File: config.mk
export PLATFORM = sky130hd
export DESIGN_NAME = pattern_match_counter
export DESIGN_NICKNAME = d
export VERILOG_FILES = /design/src/rtl/pattern_match_counter.sv
export SDC_FILE = /design/constraint.sdc
export NUM_CORES = 1
export LEC_CHECK = 0
export CORE_MARGIN = 3
export CORE_UTILIZATION = 49
export DETAILED_ROUTE_END_ITERATION = 6
export PLACE_DENSITY = 0.75
export RECOVER_POWER = 100
export SYNTH_ARGS = -nofsm -noshare
export SYNTH_HDL_FRONTEND = slang
export SYNTH_SLANG_ARGS = --single-unit
File: constraint.sdc
create_clock -name clk -period 2.1 [get_ports clk]
set_clock_uncertainty 0.15 [all_clocks]
set_input_delay 0.42 -clock clk [delete_from_list [all_inputs] [get_ports clk]]
set_output_delay 0.42 -clock clk [all_outputs]
set_load 0.02 [all_outputs]
File: src/rtl/pattern_match_counter.sv
// pattern_match_counter
//   Serial bit-stream pattern counter. Each accepted bit, together with the
//   preceding PAT_W-1 accepted bits, is compared against a runtime-loadable
//   pattern. A same-cycle (Mealy) match pulse is produced and a running count
//   of matches is kept, with overlapping or non-overlapping counting chosen
//   per match by the overlap input.
//
// Parameters
//   PAT_W    pattern length in bits (2..16)
//   CNT_W    match counter width (1..16)
//   PAT_INIT pattern held after reset; MSB is the bit that must arrive first
//
// Ports
//   clk       in   rising-edge clock
//   reset     in   asynchronous active-high reset
//   in        in   serial data bit
//   in_valid  in   qualifies in; unqualified cycles hold all state
//   overlap   in   1 = overlapping matches, 0 = non-overlapping
//   pat       in   new pattern value
//   pat_load  in   loads pat and clears history, count and overflow
//   match     out  combinational: the current accepted bit completes the pattern
//   count     out  matches since reset or pat_load
//   overflow  out  sticky: a match occurred with count at all-ones
//
// Configuration
//   PATTERN_MATCH_COUNTER_SATURATE_EN defined   : count holds at all-ones
//   PATTERN_MATCH_COUNTER_SATURATE_EN undefined : count wraps to zero
module pattern_match_counter #(
    parameter int unsigned      PAT_W    = 4,
    parameter int unsigned      CNT_W    = 4,
    parameter logic [PAT_W-1:0] PAT_INIT = 4'b1011
) (
    input  logic             clk,
    input  logic             reset,
    input  logic             in,
    input  logic             in_valid,
    input  logic             overlap,
    input  logic [PAT_W-1:0] pat,
    input  logic             pat_load,
    output logic             match,
    output logic [CNT_W-1:0] count,
    output logic             overflow
);

    localparam int unsigned      HIST_W    = PAT_W - 1;
    localparam int unsigned      FILL_W    = $clog2(PAT_W);
    localparam logic [FILL_W-1:0] FILL_FULL = FILL_W'(PAT_W - 1);
    localparam logic [CNT_W-1:0]  CNT_MAX   = '1;

    logic [PAT_W-1:0]  pat_reg;
    logic [HIST_W-1:0] hist;
    logic [FILL_W-1:0] fill;
    logic              accept;
    logic              full;

    // A bit is consumed only when qualified and not overridden by a load
    assign accept = in_valid & ~pat_load;
    assign full   = (fill == FILL_FULL);
    assign match  = accept & full & ({hist, in} == pat_reg);

    // Pattern, history, fill level, count and overflow
    always_ff @(posedge clk or posedge reset) begin
        if (reset) begin
            pat_reg  <= PAT_INIT;
            hist     <= '0;
            fill     <= '0;
            count    <= '0;
            overflow <= 1'b0;
        end else if (pat_load) begin
            pat_reg  <= pat;
            hist     <= '0;
            fill     <= '0;
            count    <= '0;
            overflow <= 1'b0;
        end else if (accept) begin
            // Newest bit enters at the LSB; the oldest falls off the top
            hist <= HIST_W'({hist, in});

            // Non-overlap mode restarts collection after a match
            if (match && !overlap) begin
                fill <= '0;
            end else if (!full) begin
                fill <= fill + FILL_W'(1);
            end

            if (match) begin
                if (count == CNT_MAX) begin
                    overflow <= 1'b1;
`ifdef PATTERN_MATCH_COUNTER_SATURATE_EN
                    count    <= CNT_MAX;
`else
                    count    <= '0;
`endif
                end else begin
                    count <= count + CNT_W'(1);
                end
            end
        end
    end

endmodule
# After elaboration in Yosys (flattened, before gate mapping)
# Index checks and enable logic that the tools add are counted.
dict set report word_totals {
  ff_bits 14
  output_inout_bits 6
  elab_cells 37
}
dict set report classes {
  n_addsub 2
  n_eq_ne 4
  n_mux 14
  n_bitwise 4
  n_reduce_logical 8
}
# operator count
set op_table {}
lappend op_table {{4-bit 2-to-1 mux} 4}
lappend op_table {{2-bit 2-to-1 mux} 4}
lappend op_table {{3-bit 2-to-1 mux} 2}
lappend op_table {{2-bit nonzero test} 3}
lappend op_table {{4-bit by 1-bit adder with 4-bit output, second input constant} 1}
lappend op_table {{4-bit equality test} 1}
lappend op_table {{4-bit equality test, second input constant} 1}
lappend op_table {{1-bit 2-to-1 mux} 4}
lappend op_table {{2-bit AND reduction} 2}
lappend op_table {{1-bit bitwise AND} 3}
lappend op_table {{3-bit by 2-bit != test with 1-bit output, second input constant} 1}
lappend op_table {{3-bit AND reduction} 1}
lappend op_table {{2-bit by 1-bit adder with 2-bit output, second input constant} 1}
lappend op_table {{2-bit equality test, second input constant} 1}
lappend op_table {{1-bit logical AND} 1}
lappend op_table {{1-bit logical NOT} 1}
lappend op_table {{1-bit inverter} 1}

# Logic depth before layout (Yosys ltp)
# Gate-level depths: netlist (run 1).
dict set report depth {
  word_depth 8
  ltp_mapped 5
}

# Worst setup path before layout (run 1)
# Ideal clock, no wire load.
dict set report synth_path {
  path_kind {register to output}
  start {reg pat_reg[3]}
  end {out match}
  arrival_ns 1.144
  required_ns 1.530
  path_slack_ns 0.386
  path_stages_with_launch 4
  cell_sequence {dfstp_2 > xnor2_2 > nand4_1 > nor2_1}
}
dict set report synth_between {
  elab_chain_len 2
}
# element line_no
set synth_lines {}
lappend synth_lines {{from (decl)} 50} ;# logic [PAT_W-1:0] pat_reg;
lappend synth_lines {{from (signal assigned)} 70} ;# pat_reg <= pat;
lappend synth_lines {{4-bit equality test} 59} ;# assign match = accept & full & ({hist, in} == pat_reg);
lappend synth_lines {{1-bit bitwise AND} 59}
lappend synth_lines {{to (decl)} 40} ;# output logic match,
# No other way between the ends.

# Final worst setup path (run 1)
dict set report layout_path {
  start {in pat_load}
  end {reg count[2]}
}
dict set report layout_between {
  elab_chain_len 6
  word_cells_on_any_way 8
  cone_classes {mux (1); bitwise (4); reduce/logical (3)}
}
# element line_no
set layout_lines {}
lappend layout_lines {{from (decl)} 39} ;# input logic pat_load,
lappend layout_lines {{1-bit inverter} 57} ;# assign accept = in_valid & ~pat_load;
lappend layout_lines {{1-bit bitwise AND} 57}
lappend layout_lines {{1-bit bitwise AND (2 in series)} 59}
lappend layout_lines {{2-bit nonzero test (no line)} --}
lappend layout_lines {{2-bit AND reduction (no line)} --}
lappend layout_lines {{to (signal assigned)} 95} ;# count <= count + CNT_W'(1);
lappend layout_lines {{to (decl)} 41} ;# output logic [CNT_W-1:0] count,
# Parallel ways exist; a longest one is shown, timed or not.
# A chain may end at the register's enable or synchronous reset.

==> results of run 1 <==
[metal layers]
layer  GRT usage  up-vias  wire length [µm]
li1            -      306                 -
met1       0.200      290               667
met2       0.286       17               724
met3      0.0395        4                69
met4      0.0682        0                23
met5           0        -                 0
[where the power goes]
part           switching, mW  internal (mW)  total [mW]
clock                 0.0855         0.0735       0.159
combinational         0.0412         0.0493      0.0905
sequential           0.00981          0.287       0.296
total                  0.137          0.409       0.546
[through the flow]
| step | total power, mW | worst slack [ns] | hold slack, ns | TNS (ns) |
|---|---|---|---|---|
| finish | 0.546 | 0.0534 | 0.329 | 0 |
| global route | 0.574 | 0.0130 | 0.348 | 0 |
| CTS | 0.552 | 0.0444 | 0.341 | 0 |
| detailed placement | 0.393 | -0.421 | 0.338 | -0.421 |
| global placement | 0.391 | -0.399 | 0.328 | -0.399 |
| floorplan | 0.357 | 0.386 | 0.157 | 0 |
[area by class of cell]
cell class	count	area [µm²]
Multi-Input combinational cell	51	398
Tap cell	15	18.8
Fill cell	101	394
Sequential cell	14	354
Timing Repair Buffer	23	200
Inverter	2	7.51
Clock buffer	4	26.3
[worst max path at each step]
| stage | startpoint | end | slack (ns) | cells after the start |
|---|---|---|---|---|
| CTS | in | match | 0.04 | 5 |
| global route | in_valid | match | 0.01 | 5 |
| detailed placement | in | match | -0.42 | 5 |
| floorplan | pat_reg[3] | match | 0.39 | 3 |
| finish | pat_load | count[2] | 0.05 | 4 |
| global placement | in | match | -0.40 | 5 |
[cell families (layout without fill, tap and decap cells)]
| group | after synthesis | in the layout |
|---|---|---|
| AOI/OAI and AO/OA | 14 | 14 |
| xor gates and xnor gates | 3 | 3 |
| adders and majority gates | 2 | 2 |
| buffers and inverters | 4 | 29 |
| DFF | 14 | 14 |
| muxes | 8 | 8 |
| and+or+nand+nor | 24 | 24 |
[what timing repair did]
action | 4_1_cts | 5_1_grt
pin swaps | 1 | 0
resized for setup | 5 | 1
buffers inserted | 1 | 0
endpoints found under the setup margin | 1 | 1
[worst max-delay path: stages]
cell	delay (ns)
clkdlybuf4s50_1	0.54
clkbuf_1	0.53
and2b_2	0.29
mux2_1	0.28
[Yosys cell counts, drive strengths merged (2+ instances only)]
library cell  count
xnor2             3
nand3             7
inv               2
o21ai             3
ha                2
or2b              3
o311ai            3
dfstp             3
a21oi             4
mux2              5
and3              2
mux2i             3
nand4             2
nor2              5
dfrtp            11
buf               2
[layout by cell type, fill, tap and decap left out, types with 2 or more instances in the layout]
cell type         n
a21oi_1           4
buf_4             5
clkbuf_1          3
clkbuf_4          4
clkdlybuf4s50_1   8
dfrtp_1          11
dfstp_2           3
dlygate4sd3_1     5
ha_1              2
inv_1             2
mux2_2            4
mux2i_1           3
nand3_1           5
nand3_2           2
nand4_1           2
nor2_1            5
o21ai_0           2
o311ai_0          3
xnor2_1           2
==> flow_summary.ini, run 1 <==
[yosys]
avgSynthCellArea_um2 = 11.4
synth_compound_area_frac = 0.115
ys_warn_count = 0
synth_edf_count = 0
synth.distinct_cells = 32
synthSimpleGateAreaFrac = 0.204
netlist_area_um2 = 783
netlist_top_cells_area = dfrtp_1, dfstp_2, mux2_2
synth_adder_area_share = 0.0319
yosysTopAreaCell = dfrtp_1
synthMuxAreaShare = 0.115
async_flop_share = 1.00
syn_nets = 81
yosysTopAreaCellShare = 0.351
synthXorXnorAreaFrac = 0.0431
synthFlopType = dfrtp_1
synth-seq-area-share = 0.452
synthCells = 69
synth_top_family_by_area = simple AND/OR/NAND/NOR gates
ys_seq_elements = 14

[timing]
max_freq_mhz = 489
finalHoldViolCount = 0
rsz0062_at_grt = false
setup_viol = 0
report.final.slew_viol_count = 0
fin_crit_sh = 0.975
worst_pin_slew_ns = 0.649
timing.final.crit_period_ns = 2.05
maxSlewHeadroom = 0.567

[setup_path]
reg2reg_from = pat_reg[3]
ff2ff_path_depth = 6
crit_arrival_ns = 2.06
endpoint_kind = flip-flop
crit_path_start_kind = primary input
timing.reg2reg.setup_slack_ns = 0.33
worstSetupPathType = primary input to flip-flop
required_ns = 2.12
path_max_fanout = 14
r2r_end = count[3]

[global_route]
grt_max_degree = 15
grt_pass1_wl_mm = 2.55
grt-ovfl-total = 0
grt_use_total = 0.168
antenna_found_initial = 0
first_global_vias = 598

[route]
drt_iter0_drc = 5
drc_errors = 0
drt-total-wl_mm = 1.48
routed-via-count = 617
dr.pass1.iters = 4
vias_per_cell = 5.66
drtAntennaViolNets = 0
wire_per_inst_um = 13.6

[clock_network]
worstSkewPairLatency_ns = 0.28
cts_tree = yes
htree_num_levels = 1
clkTransAtPathRegs_ns = 0.09
clock_sinks = 14
ctsHoldBuffers = 0
cts_buffer_depth = 2
cts_root_buf = clkbuf_4
cts_made_buffers = 3

[pwr]
power_density_nw_per_um2 = 543
irDropWorstVdd_mv = 0.407
p_leak_nw = 0.461

[placed_design]
routabilityCongestion = 0.829
portBuffers = 15
dpl-instance-area_um2 = 982
place_inst = 104
post-dp-hpwl_mm = 1.13

[floorplanning]
dieArea_um2 = 2110
ios = 16
start_util = 0.560
dieHeight_um = 46.0
rows = 13
die_x_um = 46.0
core-area_um2 = 1400

[layout]
fin_area_um2 = 1000
n_antenna_cell = 0
nNetsFinal = 107
utilization = 0.718
final_layout_size_suffix_gt1_frac = 0.277
syn_to_final_growth_pct = 28.3
fin_cells = 109

[min_path]
min-delay-start = in
hold-path-endpoint = hist[0]
whs_path_depth = 3
hold_class = primary input to flip-flop

[job]
cap_viol_max_count = 0

[status]
status = finished, final reports clean
Power figures use the tool's default switching activity.
==> run 2: changes to the inputs <==
CORE_MARGIN = unset   (was 3)
==> run 2 against run 1 <==
Routed wire length shrank 2.5%. Clock power is essentially flat. Utilization shrank 4.7 points. Sequential power is essentially flat. Count of clock-buffer cells in the layout is the same. Via count grew 0.97%. Critical endpoint is now match. Largest cell class unchanged.
==> flow_summary.ini, run 2 (synthesized netlist as in run 1, its figures left out) <==
[layout]
n_fill_cell = 133
syn_to_final_growth_pct = 29.1
fin_area_um2 = 1010
final_cell_mix = dfrtp_1, clkdlybuf4s50_1, dlygate4sd3_1, buf_4
final_common_cell = dfrtp_1
multi_input_area_um2 = 398
n_antenna_cell = 0
final_layout_size_suffix_gt1_frac = 0.277
seq_area_um2 = 354
nNetsFinal = 107

[placed_design]
portBuffers = 15
dpl-instance-area_um2 = 976
post-dp-hpwl_mm = 1.09
routabilityCongestion = 0.789

[timing]
max_freq_mhz = 492
report.final.slew_viol_count = 0
setup_viol = 0
maxSlewHeadroom = 0.594
timing.final.crit_period_ns = 2.03
finalHoldViolCount = 0
finalSetupTns_ns = 0
worst_pin_slew_ns = 0.609
fin_crit_sh = 0.968
whs_ns = 0.309
rsz0062_at_grt = false

[route]
drt_iter0_drc = 3
vias_per_cell = 5.66
wire_per_inst_um = 13.2
drtAntennaViolNets = 0
routed-via-count = 623
drt-total-wl_mm = 1.45
drc_errors = 0
dr.pass1.iters = 3

[pwr]
power_density_nw_per_um2 = 540
irDropWorstVdd_mv = 0.439
p_leak_nw = 0.474
total_power_uw = 546

[global_route]
grt-ovfl-total = 0
antenna_found_initial = 0
first_global_vias = 643
grt_pass1_wl_mm = 2.59
grt_use_total = 0.188
grt_max_degree = 15

[setup_path]
r2r_end = count[3]
ff2ff_path_depth = 6
worstSetupPathType = primary input to primary output
required_ns = 1.53
crit_arrival_ns = 1.46
path_max_fanout = 3
timing.reg2reg.setup_slack_ns = 0.31
endpoint_kind = primary output
crit_path_start_kind = primary input
reg2reg_from = pat_reg[3]
startpoint = pat_load

[floorplanning]
rows = 14
dieHeight_um = 42.0
die_x_um = 42.0
start_util = 0.520
core-area_um2 = 1510
dieArea_um2 = 1760
ios = 16

[clock_network]
cts_tree = yes
cts_buffer_depth = 2
worstSkewPairLatency_ns = 0.27
clkTransAtPathRegs_ns = 0.09
cts_made_buffers = 3
clock_sinks = 14
cts_root_buf = clkbuf_4
htree_num_levels = 1

[min_path]
hold-path-endpoint = hist[0]
whs_path_depth = 3
min-delay-start = in
hold_class = primary input to flip-flop

[status]
status = finished, final reports clean

[job]
cap_viol_max_count = 0
==> run 2: changes by cell type in the layout (fill, tap and decap cells not counted) <==
cell and change:
clkdlybuf4s50_1 -2, buf_4 +1, clkbuf_2 -1, dlygate4sd3_1 +1, dlymetal6s2s_1 +1
==> run 2: worst max-delay path by stage <==
stage                     slack, ns        to  cells after the start
after global routing           0.02  count[2]                      4
after detailed placement      -0.42     match                      5
after CTS                      0.04     match                      5
final                          0.07     match                      5
after global placement        -0.38     match                      5
after floorplan                0.39     match                      3
==> run 2: area by class of cell <==
class / instances / area share
Inverter: 2 / 0.00743
Multi-Input combinational cell: 51 / 0.394
Tap cell: 16 / 0.0198
Timing Repair Buffer: 23 / 0.203
Clock buffer: 4 / 0.0260
Sequential cell: 14 / 0.350
==> run 2: critical path, cell delays in order <==
cell and delay (ns):
clkdlybuf4s50_1 0.47, nor2b_4 0.15, nand4_1 0.11, nor2_1 0.15, buf_4 0.16
==> run 2: routing by layer <==
layer / track usage / vias up / part of all wire
li1: - / 306 / -
met5: 0 / - / 0
met4: 0.0710 / 0 / 0.0069
met3: 0.0302 / 2 / 0.034
met2: 0.341 / 14 / 0.50
met1: 0.220 / 301 / 0.46
==> run 2: power by group <==
part / total [mW] / switching [mW] / internal [mW] / leakage, nW
Clock: 0.159 / 0.0851 / 0.0736 / 0.0150
Combinational: 0.0908 / 0.0414 / 0.0494 / 0.278
Sequential: 0.296 / 0.00965 / 0.287 / 0.181
==> run 2: repair_timing <==
item | in CTS | in global routing
cloned | 0 | 0
setup endpoints to repair | 1 | 1
endpoints found under the hold margin | 0 | 0
setup buffers | 1 | 1
gates resized for setup | 6 | 2
pin swaps | 1 | 2
hold buffers | 0 | 0
==> run 2: metrics by stage <==
stage	setup WS (ns)	utilization	std cells
final	0.0668	0.671	110
after global placement	-0.383	0.648	104
after detailed placement	-0.421	0.648	104
after floorplan	0.386	-	69
after CTS	0.0389	0.670	109
after global routing	0.0197	0.671	110
==> run 3: changes to the inputs <==
CELL_PAD_IN_SITES_DETAIL_PLACEMENT = 0   (was unset)
CELL_PAD_IN_SITES_GLOBAL_PLACEMENT = 2   (was unset)
CORE_ASPECT_RATIO = 0.7   (was unset)
CORE_UTILIZATION = 31   (was 49)
PLACE_DENSITY = 0.73   (was 0.75)
==> run 3 against run 2 <==
Combinational power up 4.7%. Worst hold slack gained 0.045 ns. Power increased by 7.6%. Flip-flop and latch count is the same. Sequential power hardly changed. Via count is 1.4% lower. Utilization down 21 points. Sequential share of layout area decreased by 0.97 points.
==> flow_summary.ini, run 3 (synthesized netlist as in run 1, its figures left out) <==
[global_route]
grt_use_total = 0.145
grt_pass1_wl_mm = 2.83
grt-ovfl-total = 0
grt_max_degree = 15
first_global_vias = 600
antenna_found_initial = 0

[route]
drt_iter0_drc = 14
drt-total-wl_mm = 1.60
wire_per_inst_um = 12.6
drtAntennaViolNets = 0
vias_per_cell = 4.83
drc_errors = 0
routed-via-count = 614
dr.pass1.iters = 4

[timing]
setup_viol = 0
fin_crit_sh = 0.970
finalHoldViolCount = 0
max_freq_mhz = 491
timing.final.crit_period_ns = 2.04
report.final.slew_viol_count = 0
rsz0062_at_grt = false
maxSlewHeadroom = 0.560
whs_ns = 0.354
worst_pin_slew_ns = 0.660
setup_ws_ns = 0.0625

[floorplanning]
ios = 16
dieArea_um2 = 2730
start_util = 0.347
core-area_um2 = 2260
dieHeight_um = 44.1
die_x_um = 62.1
rows = 14

[pwr]
clockPowerShare = 0.333
p_leak_nw = 0.462
irDropWorstVdd_mv = 0.290
p_int_uw = 444
switching_power_uw = 143
p_comb_frac = 0.162
total_power_uw = 587
power_density_nw_per_um2 = 565
switching_share = 0.244
seqPwrFrac = 0.505

[clock_network]
cts_root_buf = clkbuf_4
ctsHoldBuffers = 0
worstSkewPairLatency_ns = 0.28
htree_num_levels = 1
clkTransAtPathRegs_ns = 0.09
cts_buffer_depth = 2
clock_sinks = 14
cts_tree = yes
cts_made_buffers = 3

[layout]
syn_to_final_growth_pct = 32.7
final_layout_size_suffix_gt1_frac = 0.295
multi_input_area_um2 = 399
final_cell_mix = dfrtp_1, clkdlybuf4s50_1, buf_4
fin_area_um2 = 1040
final_common_cell = dfrtp_1
n_fill_cell = 207
n_antenna_cell = 0
fin_cells = 127
nNetsFinal = 108
seq_area_um2 = 354

[setup_path]
endpoint_kind = primary output
crit_path_start_kind = primary input
crit_arrival_ns = 1.47
worstSetupPathType = primary input to primary output
required_ns = 1.53
path_max_fanout = 2
timing.reg2reg.setup_slack_ns = 0.38

[placed_design]
routabilityCongestion = 0.857
portBuffers = 15
place_inst = 122
dpl_worst_slack_ns = -0.411
dpl-instance-area_um2 = 1010
post-dp-hpwl_mm = 1.21

[status]
status = finished, final reports clean

[job]
cap_viol_max_count = 0

[min_path]
hold_class = flip-flop to flip-flop
-- run 3: per-stage QoR --
stage,util,setup TNS [ns]
3_5_place_dp,0.447,-0.489
6_report,0.460,0
3_3_place_gp,0.447,-0.483
5_1_grt,0.460,0
2_1_floorplan,-,0
4_1_cts,0.462,0
-- run 3: critical path, stage by stage --
cell and delay, ns:
clkdlybuf4s50_1 0.49, nor2b_4 0.15, nand4_1 0.12, nor2_1 0.14, buf_4 0.15
-- run 3: layout make-up --
| type | count | share of cell area |
|---|---|---|
| clock buffers | 4 | 0.0349 |
| well taps | 32 | 0.0385 |
| repair buffers | 24 | 0.195 |
| multi-input cells | 51 | 0.384 |
| flip-flops and latches | 14 | 0.341 |
| inverters | 2 | 0.00722 |
-- run 3: worst paths after layout --
kind	from	to	depth (start not counted)
max in group asynchronous	reset	pat_reg[1]	2
worst min register to register	overflow	overflow	1
worst max-delay path	in_valid	match	5
min in group asynchronous	reset	overflow	2
worst min-delay path	overflow	overflow	1
worst max register to register	pat_reg[1]	fill[0]	5
-- run 3: power by group through the flow --
stage	clock network (mW)	logic, mW	registers [mW]
after CTS	0.205	0.0970	0.297
after detailed placement	0	0.0972	0.302
after global routing	0.216	0.106	0.299
final	0.195	0.0951	0.297
after floorplan	0	0.0585	0.299
after global placement	0	0.0970	0.301
-- run 3: metal layers --
layer / GRT usage / vias up / share of wire
met5: 0 / - / 0
met4: 0.0133 / 0 / 0.0050
met3: 0.0614 / 2 / 0.042
met2: 0.215 / 15 / 0.43
met1: 0.204 / 289 / 0.52
li1: - / 308 / -
-- run 3: what timing repair did --
item                                    4_1_cts  5_1_grt
buffers inserted                              0        1
resized for setup                             6        0
hold endpoints to repair                      0        0
pin swaps                                     1        1
endpoints found under the setup margin        1        1
cloned                                        0        0
